### src/rtl/spi_reg_arb_pkg.sv
// Shared types and constants for the SPI register-bank arbiter.
package spi_reg_arb_pkg;

  typedef enum logic [1:0] {
    IDLE    = 2'b00,
    OWN_SPI = 2'b01,
    OWN_LOC = 2'b10
  } arb_state_e;

  typedef enum logic {
    REQ_SPI = 1'b0,
    REQ_LOC = 1'b1
  } req_id_e;

  localparam logic [1:0] OWNER_NONE = 2'b00;
  localparam logic [1:0] OWNER_SPI  = 2'b01;
  localparam logic [1:0] OWNER_LOC  = 2'b10;

endpackage

### src/rtl/spi_rr_arb2.sv
// Two-way round-robin grant with a per-requester mask; the pointer holds the
// id granted last and can be forced by the lock FSM on timeout.
module spi_rr_arb2
  import spi_reg_arb_pkg::*;
(
  input  logic       clk,
  input  logic       rst,
  input  logic [1:0] req,
  input  logic [1:0] mask,
  input  logic       force_en,
  input  req_id_e    force_id,
  output logic [1:0] gnt
);

  req_id_e    last;
  logic [1:0] eff;

  always_comb begin
    eff = req & mask;
    gnt = eff;
    if (eff == 2'b11) begin
      gnt = (last == REQ_LOC) ? 2'b01 : 2'b10;
    end
  end

  always_ff @(posedge clk) begin
    if (rst) begin
      last <= REQ_LOC;
    end else if (force_en) begin
      last <= force_id;
    end else if (gnt[0]) begin
      last <= REQ_SPI;
    end else if (gnt[1]) begin
      last <= REQ_LOC;
    end
  end

endmodule

### src/rtl/spi_reg_arbiter.sv
// Register bank shared by the SPI engine and a local agent: one access per
// cycle, round-robin on ties, optional lock with a bounded hold time.
//
// state   | meaning
// IDLE    | no lock held, either requester may be granted
// OWN_SPI | SPI holds the lock, only SPI may be granted
// OWN_LOC | local agent holds the lock, only local may be granted
module spi_reg_arbiter
  import spi_reg_arb_pkg::*;
#(
  parameter int  NUM_REGS = 8,
  parameter int  WIDTH    = 8,
  parameter int  LOCK_MAX = 16,
  localparam int ADDR_W   = $clog2(NUM_REGS)
) (
  input  logic                      clk,
  input  logic                      rst,
  input  logic                      spi_req,
  input  logic                      spi_we,
  input  logic                      spi_lock,
  input  logic [ADDR_W-1:0]         spi_addr,
  input  logic [WIDTH-1:0]          spi_wdata,
  output logic                      spi_gnt,
  output logic                      spi_rvalid,
  output logic [WIDTH-1:0]          spi_rdata,
  input  logic                      loc_req,
  input  logic                      loc_we,
  input  logic                      loc_lock,
  input  logic [ADDR_W-1:0]         loc_addr,
  input  logic [WIDTH-1:0]          loc_wdata,
  output logic                      loc_gnt,
  output logic                      loc_rvalid,
  output logic [WIDTH-1:0]          loc_rdata,
  output logic [NUM_REGS*WIDTH-1:0] regs_o,
  output logic [1:0]                lock_owner
);

  localparam int                CNT_W    = $clog2(LOCK_MAX);
  localparam logic [CNT_W-1:0]  CNT_LAST = CNT_W'(LOCK_MAX - 1);
  localparam logic [ADDR_W:0]   REGS_LIM = (ADDR_W + 1)'(NUM_REGS);

  arb_state_e        state;
  arb_state_e        state_nxt;
  logic [CNT_W-1:0]  lock_cnt;
  logic              timeout;
  logic [1:0]        mask;
  logic [1:0]        gnt;
  logic              force_en;
  req_id_e           force_id;

  logic [WIDTH-1:0]  regs [NUM_REGS];
  logic              acc_we;
  logic [ADDR_W-1:0] acc_addr;
  logic [WIDTH-1:0]  acc_wdata;
  logic              acc_in_range;
  logic [WIDTH-1:0]  rd_val;

  // Gating the mask with rst keeps the grants low during reset.
  always_comb begin
    mask = 2'b11;
    case (state)
      OWN_SPI: mask = 2'b01;
      OWN_LOC: mask = 2'b10;
      default: mask = 2'b11;
    endcase
    if (rst) mask = 2'b00;
  end

  spi_rr_arb2 u_rr (
    .clk      (clk),
    .rst      (rst),
    .req      ({loc_req, spi_req}),
    .mask     (mask),
    .force_en (force_en),
    .force_id (force_id),
    .gnt      (gnt)
  );

  assign spi_gnt = gnt[0];
  assign loc_gnt = gnt[1];
  assign timeout = (lock_cnt == CNT_LAST);

  always_comb begin
    state_nxt = state;
    force_en  = 1'b0;
    force_id  = REQ_SPI;
    case (state)
      IDLE: begin
        if (gnt[0] && spi_lock) begin
          state_nxt = OWN_SPI;
        end else if (gnt[1] && loc_lock) begin
          state_nxt = OWN_LOC;
        end
      end
      OWN_SPI: begin
        if (timeout) begin
          state_nxt = IDLE;
          force_en  = 1'b1;
          force_id  = REQ_SPI;
        end else if ((gnt[0] && !spi_lock) || (!spi_req && !spi_lock)) begin
          state_nxt = IDLE;
        end
      end
      OWN_LOC: begin
        if (timeout) begin
          state_nxt = IDLE;
          force_en  = 1'b1;
          force_id  = REQ_LOC;
        end else if ((gnt[1] && !loc_lock) || (!loc_req && !loc_lock)) begin
          state_nxt = IDLE;
        end
      end
      default: state_nxt = IDLE;
    endcase
  end

  // Counter clears on entry and counts only while the same lock is held.
  always_ff @(posedge clk) begin
    if (rst) begin
      state    <= IDLE;
      lock_cnt <= '0;
    end else begin
      state <= state_nxt;
      if ((state_nxt != IDLE) && (state_nxt == state)) begin
        lock_cnt <= lock_cnt + CNT_W'(1);
      end else begin
        lock_cnt <= '0;
      end
    end
  end

  always_comb begin
    lock_owner = OWNER_NONE;
    case (state)
      OWN_SPI: lock_owner = OWNER_SPI;
      OWN_LOC: lock_owner = OWNER_LOC;
      default: lock_owner = OWNER_NONE;
    endcase
  end

  assign acc_we       = gnt[1] ? loc_we    : spi_we;
  assign acc_addr     = gnt[1] ? loc_addr  : spi_addr;
  assign acc_wdata    = gnt[1] ? loc_wdata : spi_wdata;
  assign acc_in_range = ({1'b0, acc_addr} < REGS_LIM);
  assign rd_val       = acc_in_range ? regs[acc_addr] : '0;

  always_ff @(posedge clk) begin
    if (rst) begin
      for (int i = 0; i < NUM_REGS; i++) regs[i] <= '0;
    end else if ((|gnt) && acc_we && acc_in_range) begin
      regs[acc_addr] <= acc_wdata;
    end
  end

  always_ff @(posedge clk) begin
    if (rst) begin
      spi_rvalid <= 1'b0;
      spi_rdata  <= '0;
      loc_rvalid <= 1'b0;
      loc_rdata  <= '0;
    end else begin
      spi_rvalid <= gnt[0] && !spi_we;
      loc_rvalid <= gnt[1] && !loc_we;
      if (gnt[0] && !spi_we) spi_rdata <= rd_val;
      if (gnt[1] && !loc_we) loc_rdata <= rd_val;
    end
  end

  for (genvar g = 0; g < NUM_REGS; g++) begin : g_flat
    assign regs_o[g*WIDTH +: WIDTH] = regs[g];
  end

endmodule

### config.mk
export PLATFORM = sky130hd
export DESIGN_NAME = spi_reg_arbiter
export DESIGN_NICKNAME = d
export VERILOG_FILES = /design/src/rtl/spi_reg_arb_pkg.sv /design/src/rtl/spi_rr_arb2.sv /design/src/rtl/spi_reg_arbiter.sv
export SDC_FILE = /design/constraint.sdc
export NUM_CORES = 1
export LEC_CHECK = 0
export CAP_MARGIN = 20
export CORE_MARGIN = 2
export CORE_UTILIZATION = 60
export DETAILED_ROUTE_END_ITERATION = 8
export DONT_BUFFER_PORTS = 1
export GPL_TIMING_DRIVEN = 0
export PLACE_DENSITY = 0.79
export SYNTH_ARGS = -nofsm -noshare
export SYNTH_HDL_FRONTEND = slang
export SYNTH_SLANG_ARGS = --single-unit
### constraint.sdc
create_clock -name clk -period 6.65 [get_ports clk]
set_input_delay 0.665 -clock clk [delete_from_list [all_inputs] [get_ports clk]]
set_output_delay 0.665 -clock clk [all_outputs]
set_load 0.005 [all_outputs]
* Yosys cells after proc, flatten, opt, wreduce, memory -nomap -nowiden *
Memories as Yosys holds them, arrays and structs flattened.
Index checks and enable logic that the tools add are counted.

storage, ports and cells
  register bits after elaboration = 25
  bits in latches = 0
  RAM bits = 64
  memory bits (read-only) = 0
  output and inout bits = 86
  logic and storage cells = 70
  memories = 1

operators by class
  add/subtract/negate cells = 1
  $mul = 0
  divide/modulo/power cells = 0
  order comparisons = 0
  equality and inequality tests = 5
  shifts and indexed selects = 0
  mux-type cells = 29
  bitwise operators = 2
  reductions and logical operators = 25

memory list
  name  depth  bits a word  rd ports  clocked after Yosys merged registers in  write ports  line                   source
  regs  8      8            9         0                                        8            spi_reg_arbiter.sv:51  logic [WIDTH-1:0] regs [NUM_REGS];

operators with widths
  cell                                            number
  two-way mux 2 bit                               9
  two-way mux 8 bit                               2
  two-way mux 1 bit                               13
  logical AND 1 bit                               10
  one-hot mux 2 bit (2 select lines)              2
  OR reduction 8 bit                              1
  zero test 1 bit                                 6
  two-way mux 3 bit                               2
  one-hot mux 2 bit (3 select lines)              1
  OR reduction 2 bit                              3
  adder 4 x 1 -> 4 bit (second input constant)    1
  == test 2 bit (second input constant)           2
  == test 4 bit (second input constant)           1
  nonzero test 3 bit                              1
  AND 2 bit                                       1
  == test 2 x 1 -> 1 bit (second input constant)  1
  == test 2 bit                                   1
  zero test 2 bit                                 1
  logical OR 1 bit                                2
  nonzero test 2 bit                              1
  NOT 1 bit                                       1

* Logic depth before layout (Yosys ltp) *
Gate-level depths: netlist of the first run.

  word-level depth = 15
  depth in mapped cells = 11
  mapped depth without buffers = 9

* Modules after synthesis *
Synthesis of the first run repeated with hierarchy kept, for this count alone.

unflattened totals
  cell total of the unflattened synthesis = 357
  area, all modules = 4172.8 um^2

modules (own cells, without submodules)
  module           times used  cells each  area each (um^2)
  spi_reg_arbiter  1           348         4102.7
  spi_rr_arb2      1           9           70.1

* Least setup slack after synthesis of the first run *
No wires, ideal clock.

  kind = reg-to-reg
  start point = reg state[1]
  end point = mem regs[2][0] (enable)
  arrival = 2.190 ns
  required time = 6.316 ns
  slack = 4.126 ns
  cell stages (with the launch flop) = 8
  path buffers = 1
  clock period less this slack = 2.524 ns
  cells stage by stage = dfxtp_1 inv_1 ha_1 or3b_1 buf_4 nor4b_4 o21ai_1 nand2b_1

RTL lines
  what                      line                    source
  start: declaration        spi_reg_arbiter.sv:42   arb_state_e state;
  start signal: assignment  spi_reg_arbiter.sv:123  state <= state_nxt;
  end: declaration          spi_reg_arbiter.sv:51

==> PnR_summary.wiki, run 1 <==
{| class="wikitable"
! Metric !! Value
|-
| Status || complete, no violations
|-
| Pins over their slew limit || 0
|-
| Arr. time, crit path || 3.35 ns
|-
| Post-route clock period utilization || 49.71%
|-
| Post-route ant nets || 0
|-
| Number of buffers on the longest clock path || 2
|-
| Post-synthesis xor/xnor area fraction || 0.3464%
|-
| Number of distinct library cells after synthesis || 44
|-
| Synth-to-layout area growth || 6.432%
|-
| Number of CTS-inserted buffers || 9
|-
| Clock tree from TritonCTS || built
|-
| Worst setup path class || reg2reg
|-
| Crit path buf inv count || 3
|-
| Cell accounting for the most synthesized area || sky130_fd_sc_hd__edfxtp_1
|-
| Simple-gate area share of the yosys netlist || 25.26%
|-
| Layout filler cell count || 695
|-
| Area share of the largest cell type after synthesis || 38.00%
|-
| Launch point of the critical path || state[0]
|-
| Initial detailed-routing violation count || 435
|-
| Most frequent standard cell in the layout excluding fill and tap cells || sky130_fd_sc_hd__nor2_1
|-
| Routed wire length || 14.58 mm
|-
| Main flop type after synthesis || sky130_fd_sc_hd__edfxtp_1
|-
| Area taken by flip-flops and latches || 0.002422 mm²
|-
| Unrepaired setup endpoints after global routing || false
|-
| # rows || 33
|-
| Maximum fanout along the worst path || 10
|-
| Worst reg2reg path startpoint || state[0]
|-
| Average via count per standard cell || 6.580
|-
| Final setup viols || 0
|-
| Setup TNS || 0 ns
|-
| Cell count after synthesis || 549
|-
| TritonRoute pass-1 iters || 5
|-
| Last weighted congestion value of the routability-driven placer || 0.9928
|-
| RR Endpoint || regs[1][5]
|-
| Compound-cell area share of the yosys netlist || 19.89%
|-
| Count of yosys warnings during synthesis || 0
|-
| Worst reg2reg setup slack || 3.34 ns
|-
| Category of cells accounting for the largest share of critical-path delay || simple AND/OR/NAND/NOR gates
|-
| Kind of path behind the tightest hold check || reg2reg
|-
| Vias || 4422
|-
| Main combinational cell family by area after synthesis || simple AND/OR/NAND/NOR gates
|-
| Final total power || 1.175 mW
|-
| Initial core utilization || 61.86%
|-
| Share of synthesized area spent on multiplexers || 1.583%
|-
| CTS clk-pin slew, worst paths || 0.09 ns
|-
| Pin count of the biggest net entering global routing || 17
|-
| Combined area of all synthesized cells || 0.005057 mm²
|-
| Area after detailed placement || 0.005189 mm²
|-
| Max cap viols || 0
|-
| CP endpoint || regs[1][5]
|-
| Crit path max-delay cell type || sky130_fd_sc_hd__dfxtp_1
|-
| DP Wirelength || 10.68 mm
|-
| Number of gates given a new drive strength after cts || 0
|-
| Final Hold Fails || 0
|-
| Maximum vdd drop || 141.2 µV
|-
| F_max || 0.3025 GHz
|-
| CP Cell Sequence || inv_1, ha_1, nand3b_1, buf_2, nand2_1, buf_2, nand3_1, o21ai_1, o21ai_1, nand2b_1
|-
| Delay of the slowest cell on the worst path || 0.44 ns
|-
| P per Cell Area || 218.3 mW/mm²
|-
| Total global-route track usage || 32.77%
|-
| Global-route wire length before repair || 22.20 mm
|-
| Post-CTS Repair Setup Buffers || 0
|-
| Initial antenna violation count || 0
|-
| Worst Setup Slack post-DPL || 3.415 ns
|-
| Deepest level of the CTS H-tree || 3
|-
| Root Driver || sky130_fd_sc_hd__clkbuf_8
|-
| Top post-synthesis cells by area || sky130_fd_sc_hd__edfxtp_1 (38%), sky130_fd_sc_hd__dfxtp_1 (9.9%), sky130_fd_sc_hd__nand2b_1 (8.3%)
|-
| Setup ws final || 3.344 ns
|-
| Number of synthesized flops with an enable pin || 64
|-
| Register bit count reported by yosys || 89
|-
| Finished Layout Cells || 672
|-
| Area inside the core boundary || 0.008175 mm²
|-
| Leakage power || 1.984 nW
|-
| Post-Route Skew || 0.009996 ns
|-
| Count of cells along the worst register-to-register path || 10
|-
| Minimum hold slack || 0.4534 ns
|-
| Buffers on Ports || 0
|-
| Num Clock Sinks || 89
|-
| Antenna cell count || 0
|-
| Cell area after layout || 0.005383 mm²
|-
| Utilization after layout || 65.84%
|-
| Nature of the critical path endpoint || flip-flop
|-
| Number of top-level pins || 116
|-
| DIE AREA || 0.009180 mm²
|-
| Crit path launch type || flip-flop
|-
| Overflow left after global routing || 0
|-
| Placed cell count || 654
|-
| Width of the die || 95.81 µm
|-
| Chip Height || 95.81 µm
|-
| Share of the yosys chip area belonging to registers || 47.90%
|-
| Fraction of registers with async set or reset after synthesis || 0%
|-
| Via count of the first global-routing pass || 4234
|-
| Data required time of the worst path || 6.70 ns
|-
| Post-Synthesis Net Count || 584
|-
| Post-synthesis share of cell area spent on full adders, half adders and majority gates || 1.237%
|-
| Most frequent cells in the layout || sky130_fd_sc_hd__nor2_1 (104), sky130_fd_sc_hd__nand2b_1 (67), sky130_fd_sc_hd__edfxtp_1 (64)
|-
| Clock insertion delay at the later pin of the skew report || 0.38 ns
|-
| Layout cell share with drive strength beyond 1 || 6.526%
|-
| Multi-input combinational cell area || 0.002444 mm²
|-
| Count of cell instances traversed by the critical path || 10
|-
| Routed len/inst || 21.69 µm
|-
| Number of nets in the finished design || 597
|-
| Slew Limit Headroom || 27.50%
|-
| Slew at the pin closest to its max-slew limit || 1.057 ns
|-
| # DRC || 0
|-
| Average cell area after synthesis || 9.212 µm²
|-
| Final critical-path required period || 3.306 ns
|-
| CTS Hold Bufs || 0
|}
## kinds of logic after synthesis
| group | Yosys count |
|---|---|
| and+or+nand+nor | 265 |
| AOI/OAI and AO/OA | 134 |
| xor gates and xnor gates | 2 |
| adders and majority gates | 5 |
| muxes | 8 |
| DFF | 89 |
| buffers and inverters | 46 |
## layer usage
layer | part of all wire [%] | global-route usage (%) | up-vias
met2 | 47 | 51.92 | 276
met1 | 37 | 41.70 | 2083
met3 | 13 | 11.51 | 35
met4 | 2.7 | 11.55 | 0
met5 | 0 | 0 | -
li1 | - | - | 2028
## state kept, by name, indices dropped and copies added, names as in the netlist
register and cells:
regs 64, loc_rdata 8, spi_rdata 8, lock_cnt 4, state 2, loc_rvalid 1
spi_rvalid 1, u_rr.last 1
## report_power, final
part           internal (mW)  leakage, nW  switching (mW)
Sequential             0.620        0.864          0.0285
Clock                  0.139       0.0915           0.210
Combinational         0.0567         1.03           0.120
Total                  0.816         1.98           0.359
## worst min-delay path by stage
stage                 from           to  depth (start not counted)
2_1_floorplan  lock_cnt[0]  lock_cnt[0]                          1
3_3_place_gp   lock_cnt[0]  lock_cnt[0]                          1
3_5_place_dp   lock_cnt[0]  lock_cnt[0]                          1
4_1_cts        lock_cnt[0]  lock_cnt[0]                          1
5_1_grt        lock_cnt[0]  lock_cnt[0]                          1
6_report       lock_cnt[0]  lock_cnt[0]                          1
## final cells by class
cell class              count  share of cell area, %
multi-input cells         414                  45.40
flip-flops and latches     89                  45.00
plain buffers              35                  2.789
well taps                 105                  2.441
clock buffers               9                  2.301
clock inverters             7                  1.023
inverters                  11                 0.7671
repair buffers              2                 0.2789
## synth_stat cells (7+ instances only)
master and count:
sky130_fd_sc_hd__a211oi_1 34, sky130_fd_sc_hd__a22oi_1 25, sky130_fd_sc_hd__a311oi_1 9, sky130_fd_sc_hd__buf_2 12
sky130_fd_sc_hd__clkbuf_1 22, sky130_fd_sc_hd__dfxtp_1 25, sky130_fd_sc_hd__edfxtp_1 64, sky130_fd_sc_hd__inv_1 8
sky130_fd_sc_hd__mux2i_1 8, sky130_fd_sc_hd__nand2_1 62, sky130_fd_sc_hd__nand2b_1 67, sky130_fd_sc_hd__nor2_1 104
sky130_fd_sc_hd__nor3_1 17, sky130_fd_sc_hd__o2111ai_1 8, sky130_fd_sc_hd__o211a_1 8, sky130_fd_sc_hd__o21ai_1 7
sky130_fd_sc_hd__o22ai_1 24
Power figures use the tool's default switching activity.
==> run 2: changes to the inputs <==
==> constraint.sdc (replaced) <==
create_clock -name clk -period 3.1 [get_ports clk]
set_input_delay 0.31 -clock clk [delete_from_list [all_inputs] [get_ports clk]]
set_output_delay 0.31 -clock clk [all_outputs]
set_load 0.005 [all_outputs]
==> run 2 against run 1 <==
Critical path depth shrank 1. Register-to-register slack worse by 3.3 ns. Wire length grew 0.25%. Non-clock buffer count fell by 2. Largest cell class unchanged. Worst setup slack worse by 3.3 ns. Combinational power rose by 120%. Highest routed layer unchanged. Clock skew fell by 0.00069 ns.
==> PnR_summary.wiki, run 2 (synthesis gave the netlist of run 1 again) <==
{| class="wikitable"
! Metric !! Value
|-
| Slew at the pin closest to its max-slew limit || 0.8339 ns
|-
| Setup ws final || 0.01056 ns
|-
| Max cap viols || 0
|-
| Number of CTS-inserted buffers || 9
|-
| Status || complete, no violations
|-
| Number of nets in the finished design || 595
|-
| # DRC || 0
|-
| Synth-to-layout area growth || 7.645%
|-
| Post-route clock period utilization || 99.66%
|-
| Most frequent standard cell in the layout excluding fill and tap cells || sky130_fd_sc_hd__nor2_1
|-
| CTS clk-pin slew, worst paths || 0.09 ns
|-
| Total global-route track usage || 32.83%
|-
| Utilization after layout || 66.59%
|-
| Max FFs per register || 64
|-
| Antenna cell count || 0
|-
| DP Wirelength || 10.68 mm
|-
| Chip Height || 95.81 µm
|-
| Final critical-path required period || 3.089 ns
|-
| Crit path launch type || flip-flop
|-
| Num Clock Sinks || 89
|-
| Initial core utilization || 61.86%
|-
| CTS Hold Bufs || 0
|-
| Worst Setup Slack post-DPL || -0.1348 ns
|-
| Pins over their slew limit || 0
|-
| Final Hold Fails || 0
|-
| Leading registers by flop count || regs x64, loc_rdata x8, spi_rdata x8
|-
| Arr. time, crit path || 3.19 ns
|-
| Worst setup path class || reg2reg
|-
| Routed wire length || 14.61 mm
|-
| Routed len/inst || 21.81 µm
|-
| Global-route wire length before repair || 22.29 mm
|-
| Deepest level of the CTS H-tree || 3
|-
| Area inside the core boundary || 0.008175 mm²
|-
| Layout cell share with drive strength beyond 1 || 9.912%
|-
| Post-CTS Repair Setup Buffers || 0
|-
| Data required time of the worst path || 3.20 ns
|-
| Layout filler cell count || 682
|-
| F_max || 0.3237 GHz
|-
| Initial detailed-routing violation count || 461
|-
| Post-route ant nets || 0
|-
| Cell area after layout || 0.005444 mm²
|-
| Via count of the first global-routing pass || 4238
|-
| Root Driver || sky130_fd_sc_hd__clkbuf_8
|-
| Maximum vdd drop || 297.8 µV
|-
| Vias || 4438
|-
| Kind of path behind the tightest hold check || in2reg
|-
| Leakage power || 1.942 nW
|-
| Width of the die || 95.81 µm
|-
| Slew Limit Headroom || 44.41%
|-
| Initial antenna violation count || 0
|-
| Last weighted congestion value of the routability-driven placer || 0.9928
|-
| DIE AREA || 0.009180 mm²
|-
| Final setup viols || 0
|-
| Setup TNS || 0 ns
|-
| Nature of the critical path endpoint || flip-flop
|-
| Maximum fanout along the worst path || 10
|-
| Number of buffers on the longest clock path || 2
|-
| Most frequent cells in the layout || sky130_fd_sc_hd__nor2_1 (104), sky130_fd_sc_hd__edfxtp_1 (64), sky130_fd_sc_hd__nand2_1 (61)
|-
| Unrepaired setup endpoints after global routing || true
|-
| Overflow left after global routing || 0
|-
| Buffers on Ports || 0
|-
| Number of top-level pins || 116
|-
| Pin count of the biggest net entering global routing || 17
|-
| Biggest register || regs
|-
| TritonRoute pass-1 iters || 6
|-
| Post-Route Skew || 0.009304 ns
|-
| Clock insertion delay at the later pin of the skew report || 0.37 ns
|-
| Average via count per standard cell || 6.624
|-
| Area after detailed placement || 0.005189 mm²
|-
| # rows || 33
|-
| P per Cell Area || 463.0 mW/mm²
|-
| Clock tree from TritonCTS || built
|}
## run 2: cell count changes in the layout (fill, tap and decap cells not counted)
| cell | previous run | this run |
|---|---|---|
| sky130_fd_sc_hd__mux2i_2 | 0 | 7 |
| sky130_fd_sc_hd__nand2b_2 | 0 | 8 |
| sky130_fd_sc_hd__buf_4 | 3 | 1 |
| sky130_fd_sc_hd__nand2_1 | 62 | 61 |
| sky130_fd_sc_hd__o21ai_2 | 0 | 4 |
| sky130_fd_sc_hd__mux2i_1 | 8 | 0 |
| sky130_fd_sc_hd__nand2b_1 | 67 | 59 |
| sky130_fd_sc_hd__o21ai_1 | 7 | 3 |
| sky130_fd_sc_hd__nand2_2 | 0 | 1 |
| sky130_fd_sc_hd__mux2i_4 | 0 | 1 |
## run 2: worst paths after layout
check | startpoint | endpoint | slack, ns | depth (start not counted)
max reg2reg | state[0] | regs[3][0] | 0.01 | 9
min reg2reg | lock_cnt[0] | lock_cnt[0] | 0.45 | 1
max | state[0] | regs[3][0] | 0.01 | 9
min | loc_req | u_rr.last | 0.14 | 2
## run 2: cell type report
| cell class | count | area, µm² | share of cell area (%) |
|---|---|---|---|
| multi-input combinational | 414 | 2520 | 46.29 |
| sequential | 89 | 2422 | 44.50 |
| clock buffer | 9 | 123.9 | 2.275 |
| tap | 105 | 131.4 | 2.413 |
| buffer | 35 | 150.1 | 2.758 |
| clock inverter | 7 | 55.05 | 1.011 |
| inverter | 11 | 41.29 | 0.7584 |
## run 2: critical path, cell delays in order (launching register included)
cell and delay (ns):
sky130_fd_sc_hd__dfxtp_1 0.44, sky130_fd_sc_hd__inv_1 0.13, sky130_fd_sc_hd__ha_1 0.31, sky130_fd_sc_hd__nand3b_1 0.18, sky130_fd_sc_hd__buf_2 0.20, sky130_fd_sc_hd__nand2_1 0.10, sky130_fd_sc_hd__buf_2 0.24, sky130_fd_sc_hd__buf_2 0.40
sky130_fd_sc_hd__mux2i_2 0.69, sky130_fd_sc_hd__nor2_1 0.11
## run 2: what timing repair did
| item | CTS | global route |
|---|---|---|
| gates resized for setup | 14 | 8 |
| gates cloned | 0 | 0 |
| setup endpoints to repair | 112 | 125 |
| pin swaps | 0 | 0 |
## run 2: stage by stage
| stage | cells | hold slack, ns | power, mW |
|---|---|---|---|
| after floorplan | 549 | 0.4179 | 1.666 |
| after global placement | 654 | 0.4303 | 1.771 |
| after detailed placement | 654 | 0.4391 | 1.784 |
| after CTS | 670 | 0.1463 | 2.507 |
| after global routing | 670 | 0.1565 | 2.605 |
| final | 670 | 0.1446 | 2.521 |
## run 2: metal layers
| metal | global-route usage [%] | share of wire (%) |
|---|---|---|
| met4 | 10.83 | 2.1 |
| met3 | 10.34 | 13 |
| met2 | 52.86 | 47 |
| met5 | 0 | 0 |
| met1 | 42.13 | 38 |
## run 2: report_power, final
| part | total [mW] | leakage, nW | internal (mW) | switching (mW) |
|---|---|---|---|---|
| clock network | 0.741 | 0.0915 | 0.299 | 0.442 |
| registers | 1.39 | 0.864 | 1.33 | 0.0616 |
| logic | 0.388 | 0.987 | 0.127 | 0.261 |
| total | 2.52 | 1.94 | 1.76 | 0.765 |
==> run 3: changes to the inputs <==
--- a/config.mk
+++ b/config.mk
@@ -6,12 +6,11 @@
 export NUM_CORES = 1
 export LEC_CHECK = 0
 export CAP_MARGIN = 20
-export CORE_MARGIN = 2
-export CORE_UTILIZATION = 60
+export CORE_UTILIZATION = 64
 export DETAILED_ROUTE_END_ITERATION = 8
 export DONT_BUFFER_PORTS = 1
 export GPL_TIMING_DRIVEN = 0
-export PLACE_DENSITY = 0.79
+export PLACE_DENSITY = 0.83
 export SYNTH_ARGS = -nofsm -noshare
 export SYNTH_HDL_FRONTEND = slang
 export SYNTH_SLANG_ARGS = --single-unit
==> run 3 against run 2 <==
The flow now finishes with violations (setup timing). Design area grew 1.2%. First-iteration DRC count grew 35%. Global-route usage increased by 2.5 points. Register-to-register slack got worse by 0.03 ns. Worst setup slack worse by 0.029 ns. Power grew 5.8%. Combinational power grew 1%. Non-clock buffer count is the same. Fmax decreased by 0.93%. Sequential power about the same.
==> PnR_summary.wiki, run 3 (synthesis gave the netlist of run 1 again) <==
{| class="wikitable"
! Metric !! Value
|-
| Area inside the core boundary || 0.007687 mm²
|-
| Crit path buf inv count || 4
|-
| Final setup viols || 4
|-
| Width of the die || 90.90 µm
|-
| Initial detailed-routing violation count || 622
|-
| Post-CTS Repair Setup Buffers || 0
|-
| Total global-route track usage || 35.37%
|-
| Crit path launch type || flip-flop
|-
| Number of nets in the finished design || 595
|-
| Category of cells accounting for the largest share of critical-path delay || buffers and inverters
|-
| Cell repeated most along the worst path || sky130_fd_sc_hd__buf_2
|-
| Clock tree from TritonCTS || built
|-
| Most frequent standard cell in the layout excluding fill and tap cells || sky130_fd_sc_hd__nor2_1
|-
| Global-route wire length before repair || 22.02 mm
|-
| Final total power || 2.668 mW
|-
| Arr. time, crit path || 3.24 ns
|-
| Hold Crit Depth || 2
|-
| DP Wirelength || 10.63 mm
|-
| Routed wire length || 14.70 mm
|-
| Pins over their slew limit || 0
|-
| Leading registers by flop count || regs x64, loc_rdata x8, spi_rdata x8
|-
| Maximum fanout along the worst path || 10
|-
| Buffers on Ports || 0
|-
| Antenna cell count || 0
|-
| Initial core utilization || 65.79%
|-
| DIE AREA || 0.008262 mm²
|-
| Average via count per standard cell || 6.760
|-
| Leakage power || 1.965 nW
|-
| Post-Route Skew || 0.01284 ns
|-
| Finished Layout Cells || 667
|-
| Unrepaired setup endpoints after global routing || true
|-
| Clock insertion delay at the later pin of the skew report || 0.39 ns
|-
| Layout cell share with drive strength beyond 1 || 10.27%
|-
| Startpoint of the worst hold path || loc_req
|-
| Worst Setup Slack post-DPL || -0.1133 ns
|-
| P per Cell Area || 484.3 mW/mm²
|-
| CTS clk-pin slew, worst paths || 0.09 ns
|-
| Initial antenna violation count || 0
|-
| Routed len/inst || 22.04 µm
|-
| Post-route ant nets || 0
|-
| # rows || 32
|-
| Number of CTS-inserted buffers || 9
|-
| Crit path max-delay cell type || sky130_fd_sc_hd__mux2i_2
|-
| Vias || 4509
|-
| RR Endpoint || regs[2][0]
|-
| Num Clock Sinks || 89
|-
| Synth-to-layout area growth || 8.906%
|-
| Layout filler cell count || 587
|-
| Maximum vdd drop || 365.0 µV
|-
| Max cap viols || 0
|-
| Chip Height || 90.90 µm
|-
| Post-route clock period utilization || 100.6%
|-
| Most frequent cells in the layout || sky130_fd_sc_hd__nor2_1 (104), sky130_fd_sc_hd__edfxtp_1 (64), sky130_fd_sc_hd__nand2_1 (60)
|-
| Last weighted congestion value of the routability-driven placer || 0.9498
|-
| Placed cell count || 651
|-
| CTS Hold Bufs || 0
|-
| Number of buffers on the longest clock path || 2
|-
| Number of top-level pins || 116
|-
| Max FFs per register || 64
|-
| Deepest level of the CTS H-tree || 3
|-
| Nature of the critical path endpoint || flip-flop
|-
| Setup ws final || -0.01855 ns
|-
| Hold Crit Endpoint || u_rr.last
|-
| Status || finished, violations left
|-
| Data required time of the worst path || 3.22 ns
|-
| CP Cell Sequence || inv_1, ha_1, nand3b_1, buf_2, nand2_1, buf_2, buf_2, mux2i_2, nor2_1
|-
| Delay of the slowest cell on the worst path || 0.70 ns
|-
| Worst setup path class || reg2reg
|-
| Count of cells along the worst register-to-register path || 9
|-
| Setup TNS || -0.03663 ns
|-
| Slew at the pin closest to its max-slew limit || 0.8871 ns
|-
| Utilization after layout || 71.65%
|-
| Via count of the first global-routing pass || 4249
|-
| TritonRoute pass-1 iters || 5
|-
| Biggest register || regs
|-
| Overflow left after global routing || 0
|-
| F_max || 0.3207 GHz
|-
| Final critical-path required period || 3.119 ns
|-
| Worst reg2reg path startpoint || state[0]
|-
| Final Hold Fails || 0
|-
| Pin count of the biggest net entering global routing || 15
|-
| Root Driver || sky130_fd_sc_hd__clkbuf_8
|-
| Worst reg2reg setup slack || -0.02 ns
|-
| # DRC || 0
|-
| Slew Limit Headroom || 40.86%
|-
| Kind of path behind the tightest hold check || in2reg
|-
| Violations in the final reports || setup timing
|}
run 3: repair_timing:
action / CTS / global route
endpoints found under the setup margin: 88 / 127
resized for setup: 7 / 21
gates cloned: 0 / 0
run 3: how the worst max path moves through the flow:
stage | from | endpoint | slack, ns | cells past startpoint
5_1_grt | state[0] | regs[6][4] | -0.11 | 9
6_report | state[0] | regs[2][0] | -0.02 | 9
2_1_floorplan | state[1] | regs[2][0] | 0.58 | 7
4_1_cts | state[0] | regs[0][4] | -0.08 | 9
3_3_place_gp | state[0] | regs[1][2] | 0.01 | 10
3_5_place_dp | state[0] | regs[7][7] | -0.11 | 9
run 3: where the power goes:
group          switching [mW]  leakage (nW)  total [mW]  internal, mW
clock                   0.437         0.109       0.884         0.446
sequential             0.0622         0.864        1.39          1.33
combinational           0.263         0.992       0.392         0.129
run 3: area by class of cell:
type	instances	area, µm²	share of cell area (%)
plain buffers	35	150.1	2.726
clock buffers	13	170.2	3.090
clock inverters	3	45.04	0.8178
inverters	11	41.29	0.7497
multi-input cells	414	2551	46.32
flip-flops and latches	89	2422	43.98
well taps	102	127.6	2.317
run 3: stage by stage:
step	area (µm²)	hold slack, ns
after CTS	5419	0.1377
after floorplan	5057	0.4179
after global placement	5185	0.4291
after global routing	5508	0.1398
final	5508	0.1206
after detailed placement	5185	0.4456
run 3: routing by layer:
layer / share of wire [%] / vias up / track usage [%]
li1: - / 2033 / -
met1: 36 / 2113 / 42.71
met2: 46 / 315 / 57.01
met3: 14 / 48 / 12.96
met4: 3.6 / 0 / 14.29
met5: 0 / - / 3.205
